[config.mk]
export PLATFORM = sky130hd
export DESIGN_NAME = amm_test_sequencer
export DESIGN_NICKNAME = d
export VERILOG_FILES = /design/src/rtl/amm_test_sequencer.sv
export SDC_FILE = /design/constraint.sdc
export NUM_CORES = 1
export LEC_CHECK = 0
export CAP_MARGIN = 20
export CORE_UTILIZATION = 50
export DETAILED_ROUTE_END_ITERATION = 8
export PLACE_DENSITY = 0.8
export SLEW_MARGIN = 0
export SYNTH_ARGS = -nofsm -noshare
export SYNTH_HDL_FRONTEND = slang
export SYNTH_SLANG_ARGS = --single-unit
export TNS_END_PERCENT = 1
[constraint.sdc]
create_clock -name clk_i -period 4.2 [get_ports clk_i]
set_input_delay 0.84 -clock clk_i [delete_from_list [all_inputs] [get_ports clk_i]]
set_output_delay 0.84 -clock clk_i [all_outputs]
set_load 0.02 [all_outputs]
[src/rtl/amm_test_sequencer.sv]
// Avalon-MM burst master for one memory-checker test: write, read, or write-then-read
// over a linear address range, with in-flight read bursts capped at MAX_RD_OUTST.
module amm_test_sequencer #(
  parameter int ADDR_W       = 31,
  parameter int BURST_W      = 11,
  parameter int DATA_W       = 128,
  parameter int MAX_RD_OUTST = 4
) (
  input  logic                  clk_i,
  input  logic                  rst_i,
  input  logic                  test_start_i,
  input  logic [1:0]            test_mode_i,
  input  logic [ADDR_W-1:0]     start_addr_i,
  input  logic [BURST_W-1:0]    burst_len_i,
  input  logic [31:0]           trans_amount_i,
  output logic                  busy_o,
  output logic                  done_o,
  output logic [ADDR_W-1:0]     address_o,
  output logic                  read_o,
  output logic                  write_o,
  output logic [BURST_W-1:0]    burstcount_o,
  output logic [DATA_W/8-1:0]   byteenable_o,
  output logic [DATA_W-1:0]     writedata_o,
  input  logic                  waitrequest_i,
  input  logic                  readdatavalid_i
);

  localparam int OUTST_W = $clog2(MAX_RD_OUTST) + 1;

  typedef enum logic [2:0] {
    S_IDLE,
    S_WR,
    S_RD,
    S_RD_DRAIN,
    S_FIN
  } state_t;

  state_t state_q, state_d;

  logic [1:0]          mode_q;
  logic [ADDR_W-1:0]   start_addr_q;
  logic [ADDR_W-1:0]   addr_q;
  logic [BURST_W-1:0]  len_q;
  logic [31:0]         amount_q;
  logic [BURST_W:0]    wr_beat_q;
  logic [BURST_W:0]    ret_beat_q;
  logic [31:0]         burst_cnt_q;
  logic [31:0]         beat_idx_q;
  logic [OUTST_W-1:0]  outst_q;
  logic                done_q;

  logic                start_ok;
  logic                wr_acc;
  logic                rd_acc;
  logic                rd_ret;
  logic                ret_last;
  logic                wr_last_beat;
  logic                last_burst;
  logic                act_wr;
  logic                act_rd;
  logic [BURST_W:0]    len_m1;

  // done_o is registered from FIN, so the test stays busy through the done cycle
  // and a start arriving on that cycle is still ignored.
  assign start_ok     = (state_q == S_IDLE) && !done_q && test_start_i;
  assign len_m1       = {1'b0, len_q} - {{BURST_W{1'b0}}, 1'b1};
  assign wr_acc       = write_o && !waitrequest_i;
  assign rd_acc       = read_o && !waitrequest_i;
  assign wr_last_beat = (wr_beat_q == len_m1);
  assign last_burst   = (burst_cnt_q == amount_q - 32'd1);
  assign rd_ret       = readdatavalid_i && ((state_q == S_RD) || (state_q == S_RD_DRAIN));
  assign ret_last     = rd_ret && (ret_beat_q == len_m1);

  always_ff @(posedge clk_i) begin
    if (rst_i) begin
      state_q <= S_IDLE;
    end else begin
      state_q <= state_d;
    end
  end

  always_comb begin
    state_d = state_q;
    case (state_q)
      S_IDLE: begin
        if (start_ok) begin
          if (trans_amount_i == 32'd0) begin
            state_d = S_FIN;
          end else if (test_mode_i == 2'd1) begin
            state_d = S_RD;
          end else begin
            state_d = S_WR;
          end
        end
      end
      S_WR: begin
        if (wr_acc && wr_last_beat && last_burst) begin
          state_d = (mode_q == 2'd2) ? S_RD : S_FIN;
        end
      end
      S_RD: begin
        if (rd_acc && last_burst) begin
          state_d = S_RD_DRAIN;
        end
      end
      S_RD_DRAIN: begin
        if (outst_q == '0) begin
          state_d = S_FIN;
        end
      end
      S_FIN:   state_d = S_IDLE;
      default: state_d = S_IDLE;
    endcase
  end

  // Outputs depend only on registered state, so they cannot move while waitrequest is high.
  always_comb begin
    act_wr       = (state_q == S_WR);
    act_rd       = (state_q == S_RD) && (outst_q < OUTST_W'(MAX_RD_OUTST));
    write_o      = act_wr;
    read_o       = act_rd;
    address_o    = (act_wr || act_rd) ? addr_q : '0;
    burstcount_o = (act_wr || act_rd) ? len_q : '0;
    byteenable_o = (act_wr || act_rd) ? '1 : '0;
    writedata_o  = act_wr ? {(DATA_W/32){beat_idx_q}} : '0;
    busy_o       = (state_q != S_IDLE) || done_q;
    done_o       = done_q;
  end

  always_ff @(posedge clk_i) begin
    if (rst_i) begin
      mode_q       <= '0;
      start_addr_q <= '0;
      addr_q       <= '0;
      len_q        <= '0;
      amount_q     <= '0;
      wr_beat_q    <= '0;
      ret_beat_q   <= '0;
      burst_cnt_q  <= '0;
      beat_idx_q   <= '0;
      outst_q      <= '0;
      done_q       <= 1'b0;
    end else begin
      done_q <= (state_q == S_FIN);
      if (start_ok) begin
        mode_q       <= (test_mode_i == 2'd3) ? 2'd0 : test_mode_i;
        start_addr_q <= start_addr_i;
        addr_q       <= start_addr_i;
        len_q        <= (burst_len_i == '0) ? BURST_W'(1) : burst_len_i;
        amount_q     <= trans_amount_i;
        wr_beat_q    <= '0;
        burst_cnt_q  <= '0;
        beat_idx_q   <= '0;
      end
      if (wr_acc) begin
        beat_idx_q <= beat_idx_q + 32'd1;
        if (wr_last_beat) begin
          wr_beat_q <= '0;
          if (last_burst) begin
            addr_q      <= start_addr_q;
            burst_cnt_q <= '0;
          end else begin
            addr_q      <= addr_q + ADDR_W'(len_q);
            burst_cnt_q <= burst_cnt_q + 32'd1;
          end
        end else begin
          wr_beat_q <= wr_beat_q + (BURST_W+1)'(1);
        end
      end
      if (rd_acc) begin
        addr_q      <= addr_q + ADDR_W'(len_q);
        burst_cnt_q <= burst_cnt_q + 32'd1;
      end
      if (rd_ret) begin
        ret_beat_q <= ret_last ? '0 : ret_beat_q + (BURST_W+1)'(1);
      end
      case ({rd_acc, ret_last})
        2'b10:   outst_q <= outst_q + OUTST_W'(1);
        2'b01:   outst_q <= outst_q - OUTST_W'(1);
        default: outst_q <= outst_q;
      endcase
    end
  end

endmodule
# Word-level counts from Yosys, hierarchy flattened
# Index checks and enable logic that the tools add are counted.
[classes] add_sub_neg=9 multipliers=0 n_div=0 magnitude_cmp=1 n_eq_ne=16 shift=0 muxes=31 n_bitwise=0 reduce_logical=23
[ops] operator="32-bit two-way mux" count=7
[ops] operator="31-bit two-way mux" count=6
[ops] operator="128-bit two-way mux" count=1
[ops] operator="32-bit by 1-bit adder with 32-bit output (second input constant)" count=2
[ops] operator="12-bit two-way mux" count=4
[ops] operator="32-bit == test" count=1
[ops] operator="32-bit logical NOT" count=1
[ops] operator="32-bit by 1-bit subtractor with 32-bit output (second input constant)" count=1
[ops] operator="31-bit by 11-bit adder with 31-bit output" count=1
[ops] operator="12-bit by 1-bit adder with 12-bit output (second input constant)" count=2
[ops] operator="12-bit == test" count=2
[ops] operator="11-bit two-way mux" count=2
[ops] operator="3-bit two-way mux" count=6
[ops] operator="16-bit two-way mux" count=1
[ops] operator="3-bit one-hot mux with 4 select lines" count=1
[ops] operator="11-bit by 1-bit subtractor with 12-bit output (second input constant)" count=1
[ops] operator="11-bit logical NOT" count=1
[ops] operator="1-bit logical AND" count=10
[ops] operator="2-bit == test (second input constant)" count=3
[ops] operator="3-bit by 2-bit == test with 1-bit output (second input constant)" count=2
[ops] operator="3-bit logical NOT" count=2
[ops] operator="2-bit by 1-bit != test with 1-bit output (second input constant)" count=3
[ops] operator="3-bit one-hot mux with 2 select lines" count=1
[ops] operator="2-bit by 1-bit == test with 1-bit output (second input constant)" count=2
[ops] operator="other kinds (12)" count=17
[word_totals] regBits=202 latchBits=0 ram_bits=0 romBits=0 output_inout_bits=190 memories=0

# Logic depth before layout (Yosys ltp)
# Gate-level depths: netlist (run 1).
[logic_depth] ltp_word=7 mapped_depth=15 ltp_nobuf=15

# Worst setup path before layout (run 1)
# No wires, ideal clock.
[synth_timing] path_kind="reg-to-reg" startpoint="register amount_q[0]" endpoint="register addr_q[9]" arrival_time_ns=3.541 path_slack_ns=0.563 path_stages_with_launch=14 n_path_buf=3 cell_sequence="dfxtp_1 -> clkbuf_1 -> inv_1 -> ha_1 -> or4b_1 -> buf_2 -> or3_1 -> a21oi_2 -> o221ai_1 -> or4_4 -> nor3_2 -> buf_2 -> mux2_2 -> a221oi_1"
[synth_between] elab_chain_cells=6
[synth_rtl] element="start, declared" line_no="44" text="logic [31:0] amount_q;"
[synth_rtl] element="start signal, assigned" line_no="150" text="amount_q <= trans_amount_i;"
[synth_rtl] element="32-bit by 1-bit subtractor with 32-bit output" line_no="70" text="assign last_burst = (burst_cnt_q == amount_q - 32'd1);"
[synth_rtl] element="32-bit == test" line_no="70"
[synth_rtl] element="31-bit two-way mux" line_no="159" text="if (last_burst) begin"
[synth_rtl] element="31-bit two-way mux" line_no="157" text="if (wr_last_beat) begin"
[synth_rtl] element="31-bit two-way mux" line_no="155" text="if (wr_acc) begin"
[synth_rtl] element="31-bit two-way mux" line_no="170" text="if (rd_acc) begin"
[synth_rtl] element="end signal, assigned" line_no="160" text="addr_q <= start_addr_q;"
[synth_rtl] element="end signal, assigned" line_no="163" text="addr_q <= addr_q + ADDR_W'(len_q);"
[synth_rtl] element="end signal, assigned" line_no="171" text="addr_q <= addr_q + ADDR_W'(len_q);"
[synth_rtl] element="end, declared" line_no="42" text="logic [ADDR_W-1:0] addr_q;"
# No other way between the ends.
# A chain may end at the register's enable or synchronous reset.

# Worst setup path in the final report (run 1)
[layout_timing] startpoint="register state_q[0]" endpoint="output port byteenable_o[5]"
[layout_between] elab_chain_cells=4 elab_cells_between_ends=5 classes_between="eq/ne (2); mux (1); reduce/logical (2)"
[layout_rtl] element="start, declared" line_no="38" text="state_t state_q, state_d;"
[layout_rtl] element="start signal, assigned" line_no="78" text="state_q <= state_d;"
[layout_rtl] element="3-bit by 2-bit == test with 1-bit output" line_no="119" text="act_rd = (state_q == S_RD) && (outst_q < OUTST_W'(MAX_RD_OUTST));"
[layout_rtl] element="1-bit logical AND" line_no="119"
[layout_rtl] element="1-bit logical OR *" line_no="124" text="byteenable_o = (act_wr || act_rd) ? '1 : '0;"
[layout_rtl] element="16-bit two-way mux *" line_no="124"
[layout_rtl] element="end, declared" line_no="22" text="output logic [DATA_W/8-1:0] byteenable_o,"
# Every way passes the cells marked *; elsewhere a longest branch is shown, timed or not.

==> out/qor.yml, run 1 <==
sta:
  fin_crit_sh_pct: 94.2
  setup_violations: 0
  hold_viol_final: 0
  slew_viol_final: 0
  rsz0062_at_grt: "no"
  setup_ws_ns: 0.246
  tightest_slew_ns: 1.01
  post-route-min-period_ns: 3.95
  whs_ns: 0.455
  tns_ns: 0
  slew_headroom_pct: 32.2
  finalClockSkew_ns: 0.0361
  fmax_mhz: 253
clock_network:
  cts.sinks: 202
  postCtsSetupBuffers: 0
  htree_levels: 1
  clk_pin_slew_ns: 0.06
  cts_made_buffers: 24
  cts_tree: "done"
  cts_hold_buffers: 0
  clock_tree.buffer_depth: 3
  insertion_delay_ns: 0.53
  root_buffer: "clkbuf_16"
grt:
  grt_first_pass_wirelength_um: 59900
  gr-total-overflow: 0
  grt_antenna_before_repair: 0
  grtUsageTotal_pct: 27.5
  grt_start_max_net_pins: 75
  grt_pass1_vias: 11800
yosys:
  syn-instance-count: 1709
  synth.top_cell.area_share_pct: 31.0
  ys_top_cells_by_area: "dfxtp_1, nand2_1, buf_4, a21oi_1, xnor2_1"
  synth-main-ff-cell: "dfxtp_1"
  ys_seq_area_share_pct: 31.0
  async_flop_share_pct: 0
  avgSynthCellArea_um2: 7.63
  synth_edf_count: 0
  syn_area_um2: 13000
  synth_nets: 1810
  yosysTopAreaCell: "dfxtp_1"
  synth_seq_cells: 202
  synth.distinct_cells: 79
  yosysWarnings: 0
floorplan:
  core-area_um2: 25400
  dieArea_um2: 26700
  initial_utilization_pct: 51.3
  ios: 271
  die_w_um: 163
  die_h_um: 163
  row_count: 58
drt:
  drt_wl_total_um: 37700
  avgRoutedWirePerCell_um: 17.3
  via_count: 12600
  antenna_left: 0
  firstDrtPassIters: 5
  drt_iter0_drc: 1008
  drcViolationCount: 0
  viasPerCell: 5.76
power:
  irDropWorstVdd_uv: 352
  power.density_nw_per_um2: 400
  p_leak_uw: 0.00583
  fin_total_pwr_uw: 6470
finish:
  areaGrowthSynthToFinish_pct: 24.0
  n_antenna_cell: 0
  layout_common_cells: "clkdlybuf4s50_1, nand2_1, dfxtp_1, nor2_1, a21oi_1"
  fin_util_pct: 63.7
  layout.nets: 1939
  fillCellCount: 2236
  layout_commonest_cell: "clkdlybuf4s50_1"
  drive_gt1_share_pct: 8.25
critical_path:
  path_cells: "nand2b_1 > nor2_2 > nor2_4 > inv_1 > clkdlybuf4s50_1"
  cp_slowest_stage_delay_ns: 0.71
  start_kind: "flip-flop"
  r2r-start: "amount_q[0]$_SDFFE_PP0P_"
  path_class: "flip-flop to output pin"
  critical_path.top_delay_family: "buffers and inverters"
  required_ns: 3.36
  slowest_stage: "clkdlybuf4s50_1"
  crit_buf_inv: 2
  critPathLaunch: "state_q[0]$_SDFFE_PP0P_"
  worstSetupEndpointType: "output pin"
  path_max_fanout: 22
  cp.arrival_ns: 3.11
worst_hold_path:
  holdCritStartpoint: "start_addr_q[23]$_SDFFE_PP0P_"
  hp-class: "flip-flop to flip-flop"
place:
  dp_slack_ns: 0.116
  place_congestion: 0.920
  port_buffers: 270
  dp_hpwl_um: 27000
run:
  maxCapViolCount: 0
status:
  status: "completed"
through the flow:
| step | cell area (µm²) | instances |
|---|---|---|
| after floorplan | 13000 | 1709 |
| after CTS | 16100 | 2184 |
| after detailed placement | 15300 | 2140 |
| after global routing | 16200 | 2185 |
| after global placement | 15300 | 2140 |
| final | 16200 | 2185 |
area by class of cell:
class / instances / area, µm² / area share [%]
Multi-Input combinational cell: 1262 / 7680 / 47.5
Sequential cell: 202 / 4040 / 25.0
Timing Repair Buffer: 314 / 3060 / 18.9
Clock buffer: 33 / 704 / 4.36
Tap cell: 330 / 413 / 2.55
Clock inverter: 10 / 140 / 0.866
Inverter: 34 / 128 / 0.789
state kept, by name, indices dropped and copies added, names as in the netlist:
| register | flops |
|---|---|
| burst_cnt_q | 32 |
| mode_q | 2 |
| beat_idx_q | 32 |
| start_addr_q | 31 |
| len_q | 11 |
| addr_q | 31 |
| wr_beat_q | 12 |
| outst_q | 3 |
| amount_q | 32 |
| state_q | 3 |
| done_o | 1 |
| ret_beat_q | 12 |
path summary, 6_finish.rpt:
| kind | cells after the start | slack (ns) | to |
|---|---|---|---|
| max | 5 | 0.25 | byteenable_o[5] |
| min | 2 | 0.46 | start_addr_q[23]$_SDFFE_PP0P_ |
| max reg2reg | 12 | 0.35 | burst_cnt_q[6]$_SDFF_PP0_ |
| min reg2reg | 2 | 0.46 | start_addr_q[23]$_SDFFE_PP0P_ |
logic make-up (layout without fill, tap and decap cells):
| logic type | Yosys count | in the layout | synth area share [%] |
|---|---|---|---|
| adder cells (fa/ha/maj) | 20 | 20 | 2.03 |
| flip-flops | 202 | 202 | 31.0 |
| XOR/XNOR | 124 | 124 | 9.19 |
| multiplexers | 20 | 20 | 1.65 |
| AO/OA/AOI/OAI | 334 | 334 | 16.6 |
| buffers and inverters | 246 | 391 | 10.6 |
| AND/OR/NAND/NOR | 763 | 764 | 29.0 |
routing by layer:
metal | GRT usage [%] | up-vias | routed length [µm] | part of all wire [%]
li1 | - | 6120 | - | -
met5 | 0 | - | 0 | 0
met4 | 7.91 | 0 | 922 | 2.4
met1 | 35.2 | 5918 | 16100 | 43
met3 | 3.78 | 65 | 2510 | 6.7
met2 | 47.8 | 483 | 18100 | 48
worst register-to-register path: stages (launching register included):
cell      delay [ns]
dfxtp_1         0.37
inv_1           0.08
ha_1            0.25
or4b_1          0.57
or3_1           0.40
a21oi_2         0.16
o221ai_1        0.14
or4_4           0.57
o31ai_2         0.33
buf_4           0.18
and2_1          0.23
or2_2           0.33
o21ai_1         0.12
where the power goes:
part | switching, µW | leakage (µW) | internal [µW]
clock network | 845 | 0.000422 | 1360
registers | 174 | 0.00164 | 2060
logic | 1190 | 0.00376 | 846
total | 2200 | 0.00583 | 4260
cells in the mapped netlist, types with 12 or more instances:
master    instances
nand2_1         265
dfxtp_1         202
nor2_1          127
a21oi_1         124
buf_4           113
clkbuf_1         74
nand3_1          61
xnor2_1          59
xor2_1           57
nor2b_1          45
nor3_1           43
o21ai_0          41
a31oi_1          40
and2_1           35
and3_1           35
inv_1            32
nor4_1           31
nand4_1          27
o221a_2          21
or3_1            20
ha_1             18
nand2b_1         18
buf_1            12
mux2_2           12
nand3b_1         12
timing repair:
item	CTS	global route
endpoints found under the setup margin	16	1
pin swaps	1	0
gates resized for setup	1	3
cloned	1	0
(Power assumes the default switching activity.)
==> run 2, diff against run 1 <==
Settings changed: CORE_UTILIZATION 50 to 34, PLACE_DENSITY 0.8 to 0.59.
==> run 2 against run 1 <==
Compared with the run above:
- clock power is essentially flat
- combinational power shrank 2%
- register-to-register slack is essentially flat
- utilization shrank 20 points
- non-clock buffer count shrank 12
- wire length grew 6.4%
- power shrank 0.50%
- die area grew 46%
==> out/qor.yml, run 2 (synthesis gave the netlist of run 1 again) <==
status:
  status: "completed"  # unchanged
sta:
  post-route-min-period_ns: 3.90  # was 3.95 ns
  slew_headroom_pct: 33.5  # was 32.2%
  whs_ns: 0.454  # was 0.455 ns
  rsz0062_at_grt: "no"  # unchanged
  hold_viol_final: 0  # unchanged
  tns_ns: 0  # unchanged
  slew_viol_final: 0  # unchanged
  finalClockSkew_ns: 0.0123  # was 0.0361 ns
  setup_violations: 0  # unchanged
  fmax_mhz: 257  # was 253 MHz
  fin_crit_sh_pct: 92.8  # was 94.2%
  tightest_slew_ns: 0.994  # was 1.01 ns
power:
  power.density_nw_per_um2: 395  # was 400 nW/µm²
  irDropWorstVdd_uv: 259  # was 352 µV
  p_leak_uw: 0.00577  # was 0.00583 µW
finish:
  top_regs: "amount_q (32), beat_idx_q (32), burst_cnt_q (32)"  # unchanged
  layout_common_cells: "clkdlybuf4s50_1, nand2_1, dfxtp_1, nor2_1, a21oi_1"  # unchanged
  n_antenna_cell: 0  # unchanged
  layout.nets: 1927  # was 1939
  fillCellCount: 3824  # was 2236
  drive_gt1_share_pct: 7.38  # was 8.25%
  areaGrowthSynthToFinish_pct: 25.0  # was 24.0%
  layout_commonest_cell: "clkdlybuf4s50_1"  # unchanged
grt:
  gr-total-overflow: 0  # unchanged
  grt_antenna_before_repair: 0  # unchanged
  grt_start_max_net_pins: 120  # was 75
  grt_pass1_vias: 11600  # was 11800
  grtUsageTotal_pct: 19.8  # was 27.5%
  grt_first_pass_wirelength_um: 62800  # was 59900 µm
worst_hold_path:
  hp-class: "flip-flop to flip-flop"  # unchanged
floorplan:
  initial_utilization_pct: 34.6  # was 51.3%
  ios: 271  # unchanged
  die_h_um: 198  # was 163 µm
  core-area_um2: 37700  # was 25400 µm²
  dieArea_um2: 39100  # was 26700 µm²
  row_count: 71  # was 58
  die_w_um: 198  # was 163 µm
drt:
  avgRoutedWirePerCell_um: 17.0  # was 17.3 µm
  antenna_left: 0  # unchanged
  route.met2.wl_um: 18800  # was 18100 µm
  drt_iter0_drc: 795  # was 1008
  drcViolationCount: 0  # unchanged
  firstDrtPassIters: 6  # was 5
  wl_met1_um: 17800  # was 16100 µm
  dr_wl_met3_um: 2440  # was 2510 µm
  viasPerCell: 5.26  # was 5.76
  via_count: 12400  # was 12600
  top_layer_used: "met4"  # unchanged
  drt_wl_total_um: 40100  # was 37700 µm
clock_network:
  clock_tree.buffer_depth: 3  # unchanged
  cts.sinks: 202  # unchanged
  clk_pin_slew_ns: 0.06  # about the same
  cts_tree: "done"  # unchanged
  postCtsSetupBuffers: 0  # unchanged
  htree_levels: 1  # unchanged
  cts_resized: 0  # was 1
  cts_made_buffers: 25  # was 24
  root_buffer: "clkbuf_16"  # unchanged
  insertion_delay_ns: 0.52  # was 0.53 ns
  cts_hold_buffers: 0  # unchanged
place:
  port_buffers: 270  # unchanged
  place_congestion: 0.912  # was 0.920
  dp_hpwl_um: 29400  # was 27000 µm
critical_path:
  path_cells: "nand2b_1 > nor2_2 > nor2_4 > buf_4 > nor2b_1 > clkdlybuf4s50_1"  # was nand2b_1 > nor2_2 > nor2_4 > inv_1 > clkdlybuf4s50_1
  path_class: "flip-flop to output pin"  # unchanged
  start_kind: "flip-flop"  # unchanged
  cp.arrival_ns: 3.06  # was 3.11 ns
  required_ns: 3.36  # about the same
  path_max_fanout: 40  # was 22
  worstSetupEndpointType: "output pin"  # unchanged
  slowest_stage: "clkdlybuf4s50_1"  # unchanged
  cp_slowest_stage_delay_ns: 0.58  # was 0.71 ns
run:
  maxCapViolCount: 0  # unchanged
run 2: cell types whose count changed in the layout (fill, tap and decap cells not counted), moves of 2 or more:
cell / change
nor4_1: +2
clkinv_2: -2
buf_4: -12
clkbuf_8: +3
nor4_2: -2
run 2: final cells by class:
type                       instances  area [µm²]  area share [%]
multi-input combinational       1261        7660            47.0
sequential                       202        4040            24.8
tap                              511         639            3.92
timing repair buffer             302        2980            18.3
inverter                          34         128           0.783
clock buffer                      38         774            4.75
clock inverter                     5        75.1           0.461
run 2: power breakdown:
part           internal (µW)  total [µW]  switching, µW
clock network           1380        2210            836
logic                    820        1980           1160
registers               2060        2250            186
run 2: path summary, 6_finish.rpt:
check,start,slack [ns],cells past startpoint,to
max,state_q[1]$_SDFFE_PP0P_,0.30,6,address_o[6]
min,mode_q[0]$_SDFFE_PP0P_,0.45,2,mode_q[0]$_SDFFE_PP0P_
max reg2reg,len_q[0]$_SDFFE_PP0P_,0.35,14,outst_q[2]$_SDFFE_PP0P_
min reg2reg,mode_q[0]$_SDFFE_PP0P_,0.45,2,mode_q[0]$_SDFFE_PP0P_
run 2: metrics by stage:
stage / utilization [%] / instances / instance area [µm²] / power [µW] / setup WS (ns)
global route: 43.3 / 2353 / 16300 / 6780 / 0.120
CTS: 43.3 / 2353 / 16300 / 6490 / 0.135
global placement: 41.0 / 2310 / 15400 / 4230 / 0.357
finish: 43.3 / 2353 / 16300 / 6440 / 0.303
detailed placement: 41.0 / 2310 / 15400 / 4250 / 0.317
floorplan: - / 1709 / 13000 / 3610 / 0.563
run 2: critical path: cells and delay by family, from the launching register on:
family        cells  cell delay, ns
buf+inv           2            1.05
simple gates      4            0.92
flops             1            0.56
run 2: layer usage:
| metal | track usage, % | up-vias |
|---|---|---|
| met4 | 5.66 | 0 |
| met3 | 2.98 | 53 |
| li1 | - | 6085 |
| met1 | 26.0 | 5822 |
| met2 | 33.5 | 410 |
| met5 | 0 | - |
==> run 3, diff against run 2 <==
--- a/config.mk
+++ b/config.mk
@@ -7,3 +7,3 @@
 export LEC_CHECK = 0
-export CAP_MARGIN = 20
+export CAP_MARGIN = 30
 export CORE_UTILIZATION = 34
--- a/constraint.sdc
+++ b/constraint.sdc
@@ -3,2 +3,2 @@
 set_output_delay 0.84 -clock clk_i [all_outputs]
-set_load 0.02 [all_outputs]
+set_load 0.05 [all_outputs]
==> run 3 against run 2 <==
Compared with the run above:
- sequential share of layout area up 0.098 points
- register-to-register slack worse by 0.02 ns
- final area down 0.39%
- wire length down 0.26%
- non-clock buffer count increased by 1
- clock skew is 0.013 ns higher
- first-iteration DRC count decreased by 5.3%
- worst hold slack better by 0.0022 ns
- critical endpoint is now address_o[11]
- maximum frequency down 3.1%
==> out/qor.yml, run 3 (synthesis gave the netlist of run 1 again) <==
critical_path:
  rr_worst_depth: 11  # was 14
  r2r-start: "amount_q[1]$_SDFFE_PP0P_"  # was len_q[0]$_SDFFE_PP0P_
  slowest_stage: "clkdlybuf4s50_1"  # unchanged
  cp.arrival_ns: 3.18  # was 3.06 ns
  path_max_fanout: 40  # unchanged
  start_kind: "flip-flop"  # unchanged
  cp-endpoint: "address_o[11]"  # was address_o[6]
  rr_endpoint: "burst_cnt_q[3]$_SDFF_PP0_"  # was outst_q[2]$_SDFFE_PP0P_
  path_class: "flip-flop to output pin"  # unchanged
  reg2reg_slack_ns: 0.33  # was 0.35 ns
  path_cells: "nand2b_1 > nor2_2 > nor2_4 > buf_4 > nor2b_1 > clkdlybuf4s50_1"  # unchanged
  required_ns: 3.36  # about the same
  critPathLaunch: "state_q[0]$_SDFFE_PP0P_"  # was state_q[1]$_SDFFE_PP0P_
  worstSetupEndpointType: "output pin"  # unchanged
  cp_slowest_stage_delay_ns: 0.85  # was 0.58 ns
floorplan:
  dieArea_um2: 39100  # unchanged
  die_h_um: 198  # unchanged
  ios: 271  # unchanged
  initial_utilization_pct: 34.6  # unchanged
  core-area_um2: 37700  # unchanged
  die_w_um: 198  # unchanged
  row_count: 71  # unchanged
sta:
  slew_viol_final: 0  # unchanged
  whs_ns: 0.457  # was 0.454 ns
  setup_violations: 0  # unchanged
  fmax_mhz: 249  # was 257 MHz
  post-route-min-period_ns: 4.02  # was 3.90 ns
  fin_crit_sh_pct: 95.8  # was 92.8%
  hold_viol_final: 0  # unchanged
  slew_headroom_pct: 35.1  # was 33.5%
  tightest_slew_ns: 0.970  # was 0.994 ns
  finalClockSkew_ns: 0.0256  # was 0.0123 ns
  tns_ns: 0  # unchanged
  rsz0062_at_grt: "no"  # unchanged
power:
  switchingPower_uw: 2430  # was 2180 µW
  p_leak_uw: 0.00578  # was 0.00577 µW
  irDropWorstVdd_uv: 326  # was 259 µV
  power.density_nw_per_um2: 401  # was 395 nW/µm²
  power.clock.fraction_pct: 32.2  # was 34.4%
  comb_power_share_pct: 33.3  # was 30.7%
  internal_power_uw: 4080  # was 4260 µW
  switching_share_pct: 37.4  # was 33.8%
  seq_power_share_pct: 34.5  # was 34.9%
finish:
  fin_util_pct: 43.1  # was 43.3%
  layout_commonest_cell: "nand2_1"  # was clkdlybuf4s50_1
  areaGrowthSynthToFinish_pct: 24.5  # was 25.0%
  instances_no_fill: 2357  # was 2353
  layout_common_cells: "nand2_1, clkdlybuf4s50_1, dfxtp_1, nor2_1, a21oi_1"  # was clkdlybuf4s50_1, nand2_1, dfxtp_1, nor2_1, a21oi_1
  multi_input_area_um2: 7660  # unchanged
  layout.nets: 1928  # was 1927
  top_regs: "amount_q (32), beat_idx_q (32), burst_cnt_q (32)"  # unchanged
  final-seq-area_um2: 4040  # unchanged
  fin_area_um2: 16200  # was 16300 µm²
  fillCellCount: 3877  # was 3824
  drive_gt1_share_pct: 7.53  # was 7.38%
  n_antenna_cell: 0  # unchanged
drt:
  via_count: 12500  # was 12400
  avgRoutedWirePerCell_um: 17.0  # about the same
  firstDrtPassIters: 6  # unchanged
  drcViolationCount: 0  # unchanged
  drt_iter0_drc: 753  # was 795
  antenna_left: 0  # unchanged
  drt_wl_total_um: 40000  # was 40100 µm
  viasPerCell: 5.28  # was 5.26
clock_network:
  clock_tree.buffer_depth: 3  # unchanged
  cts.sinks: 202  # unchanged
  cts_tree: "done"  # unchanged
  root_buffer: "clkbuf_16"  # unchanged
  htree_levels: 1  # unchanged
  insertion_delay_ns: 0.55  # was 0.52 ns
  cts_hold_buffers: 0  # unchanged
  clk_pin_slew_ns: 0.06  # about the same
  cts_made_buffers: 25  # unchanged
status:
  status: "completed"  # unchanged
grt:
  grt_first_pass_wirelength_um: 63200  # was 62800 µm
  gr-total-overflow: 0  # unchanged
  grt_pass1_vias: 11700  # was 11600
  grt_antenna_before_repair: 0  # unchanged
  grt_start_max_net_pins: 81  # was 120
  grtUsageTotal_pct: 20.0  # was 19.8%
worst_hold_path:
  hp-class: "flip-flop to flip-flop"  # unchanged
place:
  dp_hpwl_um: 29400  # about the same
  placedCellCount: 2311  # was 2310
  port_buffers: 270  # unchanged
  placed_area_um2: 15400  # about the same
  place_congestion: 0.912  # about the same
run:
  maxCapViolCount: 0  # unchanged
==> run 3: cell types whose count changed in the layout (fill, tap and decap cells not counted), sizes merged <==
cell	before	now
bufinv	2	0
clkinvlp	0	1
inv	32	34
dlygate4sd2	0	7
clkinv	5	10
clkbuf	38	35
clkdlybuf4s50	269	262
buf	33	34
==> run 3: per-stage QoR <==
step / setup slack, ns / total power, µW
after detailed placement: 0.288 / 4450
after global routing: 0.0377 / 6870
after global placement: 0.348 / 4430
after CTS: 0.172 / 6570
final: 0.176 / 6510
after floorplan: 0.133 / 3820
==> run 3: final cells by class <==
| cell class | count | share of cell area [%] |
|---|---|---|
| inverter | 34 | 0.786 |
| timing repair buffer | 303 | 18.3 |
| sequential | 202 | 24.9 |
| clock buffer | 35 | 4.45 |
| tap | 511 | 3.94 |
| clock inverter | 11 | 0.470 |
| multi-input combinational | 1261 | 47.2 |
==> run 3: worst min path at each step <==
stage,from,endpoint,slack [ns],cells after the start
2_1_floorplan,mode_q[0]$_SDFFE_PP0P_,mode_q[0]$_SDFFE_PP0P_,0.43,2
3_3_place_gp,mode_q[0]$_SDFFE_PP0P_,mode_q[0]$_SDFFE_PP0P_,0.44,2
3_5_place_dp,start_addr_q[4]$_SDFFE_PP0P_,start_addr_q[4]$_SDFFE_PP0P_,0.45,2
4_1_cts,start_addr_q[4]$_SDFFE_PP0P_,start_addr_q[4]$_SDFFE_PP0P_,0.46,2
5_1_grt,start_addr_q[20]$_SDFFE_PP0P_,start_addr_q[20]$_SDFFE_PP0P_,0.47,2
6_report,start_addr_q[8]$_SDFFE_PP0P_,start_addr_q[8]$_SDFFE_PP0P_,0.46,2
==> run 3: worst max-delay path: cells and delay by family (launching register included) <==
family                 cells  cell delay [ns]
buffers and inverters      2             1.14
and+or+nand+nor            4             0.92
DFF                        1             0.57
==> run 3: layer usage <==
layer / wire, µm / part of all wire (%) / vias up / global-route usage [%]
met5: 0 / 0 / - / 0
met4: 967 / 2.4 / 0 / 5.68
met3: 2210 / 5.5 / 51 / 2.50
met2: 18900 / 47 / 411 / 34.2
met1: 18000 / 45 / 5898 / 26.2
li1: - / - / 6095 / -
==> run 3: power by group through the flow <==
stage | logic, µW | registers (µW) | clock network, µW
after floorplan | 1620 | 2200 | 0
after global placement | 2150 | 2280 | 0
after detailed placement | 2160 | 2280 | 0
after CTS | 2170 | 2250 | 2150
after global routing | 2360 | 2270 | 2230
final | 2170 | 2250 | 2090
==> run 3: timing repair <==
item	CTS	global route
setup buffers	0	0
gates resized for setup	8	0
endpoints found under the setup margin	9	0
